--- config.mk ---
export PLATFORM = sky130hd
export DESIGN_NAME = uart_rx_fifo_flat
export DESIGN_NICKNAME = d
export VERILOG_FILES = /design/src/rtl/uart_rx_fifo_if.sv /design/src/rtl/uart_rx_fifo.sv /design/src/flat_wrapper.sv
export SDC_FILE = /design/constraint.sdc
export NUM_CORES = 1
export LEC_CHECK = 0
export BUFFER_PORTS_ARGS = -buffer_cell sky130_fd_sc_hd__buf_2
export CAP_MARGIN = 10
export CORE_ASPECT_RATIO = 1.75
export CORE_MARGIN = 2
export CORE_UTILIZATION = 54
export DETAILED_ROUTE_END_ITERATION = 10
export PLACE_DENSITY_LB_ADDON = 0.05
export SLEW_MARGIN = 20
export SYNTH_ARGS = -nofsm -noshare
export SYNTH_HDL_FRONTEND = slang
export SYNTH_SLANG_ARGS = --single-unit
--- constraint.sdc ---
create_clock -name clk -period 3 [get_ports clk]
set_input_delay 0 -clock clk [delete_from_list [all_inputs] [get_ports clk]]
set_output_delay 0 -clock clk [all_outputs]
set_load 0.005 [all_outputs]
--- src/rtl/uart_rx_fifo_if.sv ---
// Bus between the UART receiver / register block side (master) and the
// receive FIFO (slave). Clock and reset are carried as plain module ports.
interface uart_rx_fifo_if #(
    parameter int AW = 4
);
    // Receiver side and register-block requests
    logic [7:0]  rx_data;
    logic        rx_done;
    logic        rx_err;
    logic        rd_en;
    logic        clr_status;

    // FIFO status and head-of-queue data
    logic [7:0]  rd_data;
    logic        empty;
    logic        full;
    logic [AW:0] count;
    logic        overrun;
    logic        frame_err;
    logic        irq;

    modport master (
        output rx_data, rx_done, rx_err, rd_en, clr_status,
        input  rd_data, empty, full, count, overrun, frame_err, irq
    );

    modport slave (
        input  rx_data, rx_done, rx_err, rd_en, clr_status,
        output rd_data, empty, full, count, overrun, frame_err, irq
    );
endinterface

--- src/rtl/uart_rx_fifo.sv ---
// Receive-side byte buffer behind the 8-bit UART receiver. Each rising
// edge of the receiver's done strobe pushes one byte into a first-word-
// fall-through FIFO; the register block pops with rd_en. Overrun and
// framing-error conditions are kept as sticky flags, and irq is a level
// indication that the fill level has reached THRESH.
module uart_rx_fifo #(
    parameter int DEPTH  = 16,
    parameter int AW     = 4,
    parameter int THRESH = 8
) (
    input  logic          clk,
    input  logic          rst,
    uart_rx_fifo_if.slave bus
);

    localparam logic [AW:0]   FULL_LVL  = (AW+1)'(DEPTH);
    localparam logic [AW:0]   IRQ_LVL   = (AW+1)'(THRESH);
    localparam logic [AW:0]   CNT_ONE   = (AW+1)'(1);
    localparam logic [AW:0]   CNT_ZERO  = (AW+1)'(0);
    localparam logic [AW-1:0] PTR_ONE   = AW'(1);
    localparam logic [AW-1:0] PTR_ZERO  = AW'(0);

    // Storage (not cleared by reset; only pointers/count define validity)
    logic [7:0]    mem_q [DEPTH];

    // Pointer, occupancy and edge-detector state
    logic [AW-1:0] wp_q, wp_d;
    logic [AW-1:0] rp_q, rp_d;
    logic [AW:0]   count_q, count_d;
    logic          done_q, done_d;
    logic          err_q, err_d;
    logic          overrun_q, overrun_d;
    logic          frame_err_q, frame_err_d;

    // Decoded per-cycle events
    logic          empty_s;
    logic          full_s;
    logic          push_s;
    logic          pop_s;
    logic          accept_s;
    logic          drop_s;
    logic          err_rise_s;

    assign empty_s    = (count_q == CNT_ZERO);
    assign full_s     = (count_q == FULL_LVL);

    // A held done produces one push: only its rising edge counts.
    assign push_s     = bus.rx_done & ~done_q;
    assign err_rise_s = bus.rx_err & ~err_q;

    // A pop on an empty FIFO is ignored entirely.
    assign pop_s      = bus.rd_en & ~empty_s;

    // When full, a push still fits if the same cycle frees a slot.
    assign accept_s   = push_s & (~full_s | pop_s);
    assign drop_s     = push_s & full_s & ~pop_s;

    // Next-state for pointers, occupancy, edge detectors and sticky flags
    always_comb begin
        wp_d        = wp_q;
        rp_d        = rp_q;
        count_d     = count_q;
        done_d      = bus.rx_done;
        err_d       = bus.rx_err;
        overrun_d   = overrun_q;
        frame_err_d = frame_err_q;

        if (accept_s) begin
            wp_d = wp_q + PTR_ONE;
        end else begin
            wp_d = wp_q;
        end

        if (pop_s) begin
            rp_d = rp_q + PTR_ONE;
        end else begin
            rp_d = rp_q;
        end

        case ({accept_s, pop_s})
            2'b10:   count_d = count_q + CNT_ONE;
            2'b01:   count_d = count_q - CNT_ONE;
            default: count_d = count_q;
        endcase

        // A set event in the same cycle as clr_status wins.
        if (drop_s) begin
            overrun_d = 1'b1;
        end else if (bus.clr_status) begin
            overrun_d = 1'b0;
        end else begin
            overrun_d = overrun_q;
        end

        if (err_rise_s) begin
            frame_err_d = 1'b1;
        end else if (bus.clr_status) begin
            frame_err_d = 1'b0;
        end else begin
            frame_err_d = frame_err_q;
        end
    end

    // Control state registers with synchronous reset that overrides all events
    always_ff @(posedge clk) begin
        if (rst) begin
            wp_q        <= PTR_ZERO;
            rp_q        <= PTR_ZERO;
            count_q     <= CNT_ZERO;
            done_q      <= 1'b0;
            err_q       <= 1'b0;
            overrun_q   <= 1'b0;
            frame_err_q <= 1'b0;
        end else begin
            wp_q        <= wp_d;
            rp_q        <= rp_d;
            count_q     <= count_d;
            done_q      <= done_d;
            err_q       <= err_d;
            overrun_q   <= overrun_d;
            frame_err_q <= frame_err_d;
        end
    end

    // Byte storage write; a push coinciding with reset is discarded
    always_ff @(posedge clk) begin
        if (!rst && accept_s) begin
            mem_q[wp_q] <= bus.rx_data;
        end
    end

    // Status outputs all derive from registered state
    assign bus.rd_data   = mem_q[rp_q];
    assign bus.empty     = empty_s;
    assign bus.full      = full_s;
    assign bus.count     = count_q;
    assign bus.overrun   = overrun_q;
    assign bus.frame_err = frame_err_q;
    assign bus.irq       = (count_q >= IRQ_LVL);

endmodule

--- src/flat_wrapper.sv ---
// flat-port wrapper written by rule: the top's interface ports become plain ports
module uart_rx_fifo_flat 
#(
    parameter int DEPTH  = 16,
    parameter int AW     = 4,
    parameter int THRESH = 8
)
  (clk, rst, bus_rx_data, bus_rx_done, bus_rx_err, bus_rd_en, bus_clr_status, bus_rd_data, bus_empty, bus_full, bus_count, bus_overrun, bus_frame_err, bus_irq);
  uart_rx_fifo_if #(.AW(AW)) bus_i ();
  input  logic clk;
  input  logic rst;
  input wire logic [$bits(bus_i.rx_data)-1:0] bus_rx_data;
  input wire logic [$bits(bus_i.rx_done)-1:0] bus_rx_done;
  input wire logic [$bits(bus_i.rx_err)-1:0] bus_rx_err;
  input wire logic [$bits(bus_i.rd_en)-1:0] bus_rd_en;
  input wire logic [$bits(bus_i.clr_status)-1:0] bus_clr_status;
  output wire logic [$bits(bus_i.rd_data)-1:0] bus_rd_data;
  output wire logic [$bits(bus_i.empty)-1:0] bus_empty;
  output wire logic [$bits(bus_i.full)-1:0] bus_full;
  output wire logic [$bits(bus_i.count)-1:0] bus_count;
  output wire logic [$bits(bus_i.overrun)-1:0] bus_overrun;
  output wire logic [$bits(bus_i.frame_err)-1:0] bus_frame_err;
  output wire logic [$bits(bus_i.irq)-1:0] bus_irq;
  assign bus_i.rx_data = bus_rx_data;
  assign bus_i.rx_done = bus_rx_done;
  assign bus_i.rx_err = bus_rx_err;
  assign bus_i.rd_en = bus_rd_en;
  assign bus_i.clr_status = bus_clr_status;
  assign bus_rd_data = bus_i.rd_data;
  assign bus_empty = bus_i.empty;
  assign bus_full = bus_i.full;
  assign bus_count = bus_i.count;
  assign bus_overrun = bus_i.overrun;
  assign bus_frame_err = bus_i.frame_err;
  assign bus_irq = bus_i.irq;
  uart_rx_fifo #(.DEPTH(DEPTH), .AW(AW), .THRESH(THRESH)) u_core (.clk(clk), .rst(rst), .bus(bus_i));
endmodule
* After elaboration in Yosys (flattened, before gate mapping)
Memories as Yosys holds them, arrays and structs flattened. A register that Yosys moved wholly into a read port is not among the register bits.
Index checks and enable logic that the tools add are counted.
** Storage, ports and cells
- Word-level logic and storage cells :: 42
- Register bits :: 17
- Memories kept :: 1
- Input port bits :: 14
- RAM bits :: 128
** Operators by class
- Reduce and logical (&&, ||, !) cells :: 6
- Eq/ne operators :: 3
- Bitwise operators :: 12
- Magnitude comparators :: 1
- $add $sub $neg :: 4
- Mux-type cells :: 8
** Memories
- u_core.mem_q :: depth 16, width 8, read ports 1, clocked after Yosys merged registers in 1, wr ports 1, RTL line uart_rx_fifo.sv:24 : logic [7:0] mem_q [DEPTH];
** Operators by type and width (number)
- 5-bit one-hot mux with 2 select lines :: 1
- 4-bit by 1-bit adder with 4-bit output, second input constant :: 2
- 4-bit 2-to-1 mux :: 2
- 1-bit bitwise AND :: 6
- 2-bit nonzero test :: 3
- 5-bit by 1-bit adder with 5-bit output, second input constant :: 1
- 5-bit == test, second input constant :: 1
- 5-bit by 4-bit >= comparator with 1-bit output, second input constant :: 1
- 5-bit zero test :: 1
- 1-bit 2-to-1 mux :: 5
- 1-bit NOT :: 5
- 5-bit by 1-bit subtractor with 5-bit output, second input constant :: 1
- 2-bit by 1-bit == test with 1-bit output, second input constant :: 1
- 2-bit == test, second input constant :: 1
- 1-bit logical AND :: 1
- 1-bit zero test :: 1
- 1-bit OR :: 1

* Longest topological paths before layout
- Depth after elaboration :: 8
- Depth in mapped cells :: 12

* Worst setup path before layout
OpenSTA, ideal clock, no wires.
- Kind :: register to register
- Start :: register u_core.count_q[0], in the netlist u_core.bus.count[0]
- End :: register u_core.count_q[4], in the netlist u_core.bus.count[4]
- Stages on the path, launching flop included :: 12
- Arrival time :: 3.116 ns
- Library setup time :: 0.063 ns
- Required time :: 2.937 ns
- Setup slack :: -0.179 ns
- Buffers on the path :: 2
- Path through :: dfxtp_1 -> or4_1 -> buf_2 -> o31ai_4 -> ha_1 -> buf_2 -> xor2_1 -> ha_1 -> a21oi_1 -> a221oi_1 -> or4b_2 -> nand3_1
** On the way
- Longest elaborated chain between the ends :: 7
- Elaborated cells on any way between the ends :: 13
- Those cells by class :: 2 x add/sub; 3 x eq/ne; 1 x mux; 5 x bitwise; 2 x reduce/logical
** RTL lines
- start: declaration :: RTL line uart_rx_fifo.sv:29 : logic [AW:0] count_q, count_d;
- start signal: assignment :: RTL line uart_rx_fifo.sv:117 : count_q <= count_d;
- 5-bit zero test :: RTL line uart_rx_fifo.sv:44 : assign empty_s = (count_q == CNT_ZERO);
- 1-bit NOT :: RTL line uart_rx_fifo.sv:52 : assign pop_s = bus.rd_en & ~empty_s;
- 1-bit bitwise AND :: RTL line uart_rx_fifo.sv:52
- 1-bit OR :: RTL line uart_rx_fifo.sv:55 : assign accept_s = push_s & (~full_s | pop_s);
- 1-bit bitwise AND :: RTL line uart_rx_fifo.sv:55
- 2-bit by 1-bit == test with 1-bit output / 2-bit == test (equally long branches) :: RTL line uart_rx_fifo.sv:80 : case ({accept_s, pop_s})
- 5-bit one-hot mux with 2 select lines / 2-bit nonzero test (equally long branches)
Parallel ways exist; a longest one is shown, timed or not.
A chain may end at the register's enable or synchronous reset.

* Worst setup path after layout
- Start :: register u_core.count_q[1], in the netlist u_core.bus.count[1]
- End :: register u_core.count_q[4], in the netlist u_core.bus.count[4]
Same word-level chain as after synthesis.

==> results.yml <==
floorplan:
  die-area_um2: 11900
  ioPinCount: 32
  placeableCoreArea_um2: 10800
  chipHeight_um: 143
  initial_cell_density_of_the_core_pct: 55.5
  std_cell_rows: 50
  die_x_um: 83.5
sta:
  report.final.setup_viol: 0
  finalClockSkew_ns: 0.00639
  slew-limit-headroom_pct: 48.8
  finalWorstPathRequiredPeriod_ns: 2.81
  setup_tns_ns: 0
  timing.hold.ws_ns: 0.0190
  maxClockFrequency_mhz: 356
  worst-slew-pin-transition_ns: 0.767
  finalWorstSetupSlack_ns: 0.189
  finalCritPeriodShare_pct: 93.7
  final-max-slew-violation-count: 0
  final_hold_viol_count: 0
  rsz0062_at_grt: "false"
drt:
  detail_route.vias_per_cell: 5.80
  first_pass_iters: 4
  num_vias: 3166
  drc: 0
  first_iter_violations: 214
  drtAntennaViolNets: 0
  route.met2.wl_um: 6530
  drt-met1-wl_um: 4510
  drt_wl_total_um: 11500
  dr_wl_met3_um: 260
  wl_per_cell_um: 21.0
  topRoutingLayerUsed: "met4"
placement:
  detailed_place_hpwl_um: 7890
  place_ws_ns: 0.0694
  routabilityCongestion: 0.737
  numPortBuffers: 31
synth:
  synth_seq_cells: 149
  yosysUniqueCellTypes: 42
  synthDominantCellAreaShare_pct: 64.4
  post-synth-top-count-cell: "edfxtp_1"
  post_synth_edffs: 128
  synth_top_cells_by_area: "edfxtp_1, mux4_2, dfxtp_1"
  synth.cell_area_um2: 5970
  synthesis.nets: 361
  synth.avg_cell_area_um2: 17.7
  netlist_top_cells_count: "edfxtp_1, mux4_2, nor2_1"
  synth.yosys.seq_area_share_pct: 71.4
  synth_top_flop_cell: "edfxtp_1"
  yosys_warn_count: 0
  synth-async-reset-ratio_pct: 0
  synthesis.instances: 338
  yosys.area.top_type: "edfxtp_1"
clock_tree:
  cts_inserted_buffers: 17
  h-tree-depth: 4
  tritoncts_num_sinks: 149
  clk_latency_ns: 0.41
  clkSlewWorstSetupHoldPaths_ns: 0.05
  cts_tree: "yes"
  clock_root_buffer_master: "clkbuf_16"
  cts_max_path_buffers: 2
worst_setup_path:
  required_ns: 3.35
  crit_path_cell_trace: "or4_4 -> o31ai_4 -> ha_4 -> xor2_1 -> ha_2 -> a21oi_2 -> a221oi_2 -> or4b_4 -> nand3_2"
  cpPeakStageDelay_ns: 0.59
  slowest_stage: "or4_4"
  critical-path-top-delay-family: "simple AND/OR/NAND/NOR gates"
  timing.critical_path.arrival_ns: 3.17
  reg2regPathDepth: 9
  critical_path.endpoint_type: "flop"
  crit_buf_inv: 0
  rr_startpoint: "u_core.bus.count[1]"
  timing_worst_setup_path_type: "reg -> reg"
  r2r_slack_ns: 0.19
  worst_setup_path_start_kind: "flop"
  r2r-end: "u_core.bus.count[4]"
  maximum_fanout_along_the_worst_path: 10
worst_hold_path:
  hp-start: "rst"
  worst_hold_path_type: "in -> reg"
  min_path_cells: 2
  holdPathEnd: "u_core.bus.overrun"
grt:
  grt.total_usage_pct: 21.4
  grt_max_degree: 33
  global_route_wire_length_before_repair_um: 18500
  antenna_found_initial: 0
  grt_overflow: 0
  first_global_vias: 3359
power:
  leakagePower_uw: 0.00245
  peakVddDrop_mv: 0.550
  power.density_cell_area_nw_per_um2: 792
status:
  run_status: "complete, no violations"
final_layout:
  net_total_in_the_final_layout: 426
  final.fill_count: 772
  layout-drive-gt1-share_pct: 32.7
  area_delta_synth_final_pct: 20.4
  antennaDiodeCount: 0
  final_util_pct: 66.8
flow_run:
  timing.max_cap.violations: 0
==> routing by layer <==
layer	vias to the layer above	GRT usage, %
met5	-	0
met4	0	8.15
met3	14	4.57
met2	54	38.8
met1	1615	24.8
li1	1483	-
==> layout make-up <==
type | instances | area, µm² | share of cell area [%]
clock buffer | 25 | 518 | 7.21
clock inverter | 7 | 70.1 | 0.975
inverter | 5 | 18.8 | 0.261
multi-input combinational | 165 | 1710 | 23.8
sequential | 149 | 4270 | 59.4
tap | 130 | 163 | 2.26
timing repair buffer | 65 | 438 | 6.09
==> sequential cells by signal, indices dropped and copies added (netlist names), named ones only <==
signal and flops:
u_core.done_q 1, u_core.bus.frame_err 1, u_core.bus.count 5, u_core.mem_q 128
u_core.bus.overrun 1, u_core.rp_q 4, u_core.wp_q 4, u_core.err_q 1
==> cells by family after synthesis <==
family	synth area share [%]
simple gates	7.25
fa+ha+maj	1.89
compound gates	4.07
buf+inv	1.61
xor+xnor	1.17
mux	12.6
flops	71.4
==> stage by stage <==
stage                     cell area (µm²)  std cells  total power (µW)
after global placement               6450        502              3660
after detailed placement             6470        502              3690
after CTS                            7170        545              5730
after global routing                 7190        546              5970
after floorplan                      6010        338              3340
final                                7190        546              5690
==> placed cells by master (no fill, tap or decap), drive strengths merged, types with 8 or more instances in the layout <==
cell	instances
edfxtp	128
nor2	24
a22oi	16
ha	9
clkbuf	25
mux4	32
nand2	13
dlygate4sd3	11
buf	54
dfxtp	21
nor4	8
==> worst max-delay path by stage <==
stage                        start  slack [ns]                  end  cells after the start
2_1_floorplan  u_core.bus.count[1]       0.004  u_core.bus.count[4]                     11
3_3_place_gp   u_core.bus.count[1]        0.16  u_core.bus.count[4]                      9
3_5_place_dp   u_core.bus.count[1]        0.07  u_core.bus.count[4]                      9
4_1_cts        u_core.bus.count[1]        0.05  u_core.bus.count[4]                      9
5_1_grt        u_core.bus.count[1]        0.02  u_core.bus.count[4]                     10
6_report       u_core.bus.count[1]        0.19  u_core.bus.count[4]                      9
==> power breakdown <==
group / internal (µW) / switching, µW
Clock: 1280 / 751
Sequential: 2330 / 104
Combinational: 636 / 595
==> worst register-to-register path, cell delays in order (launching register included) <==
cell,delay [ns]
dfxtp_4,0.37
or4_4,0.59
o31ai_4,0.31
ha_4,0.23
xor2_1,0.18
ha_2,0.22
a21oi_2,0.05
a221oi_2,0.26
or4b_4,0.49
nand3_2,0.07
==> what timing repair did <==
action / in CTS / in global routing
endpoints found under the setup margin: 0 / 1
resized for setup: 0 / 1
endpoints found under the hold margin: 132 / 0
setup buffers: 0 / 1
hold buffers: 11 / 0
No activity file was read; power rests on OpenSTA's default activity.
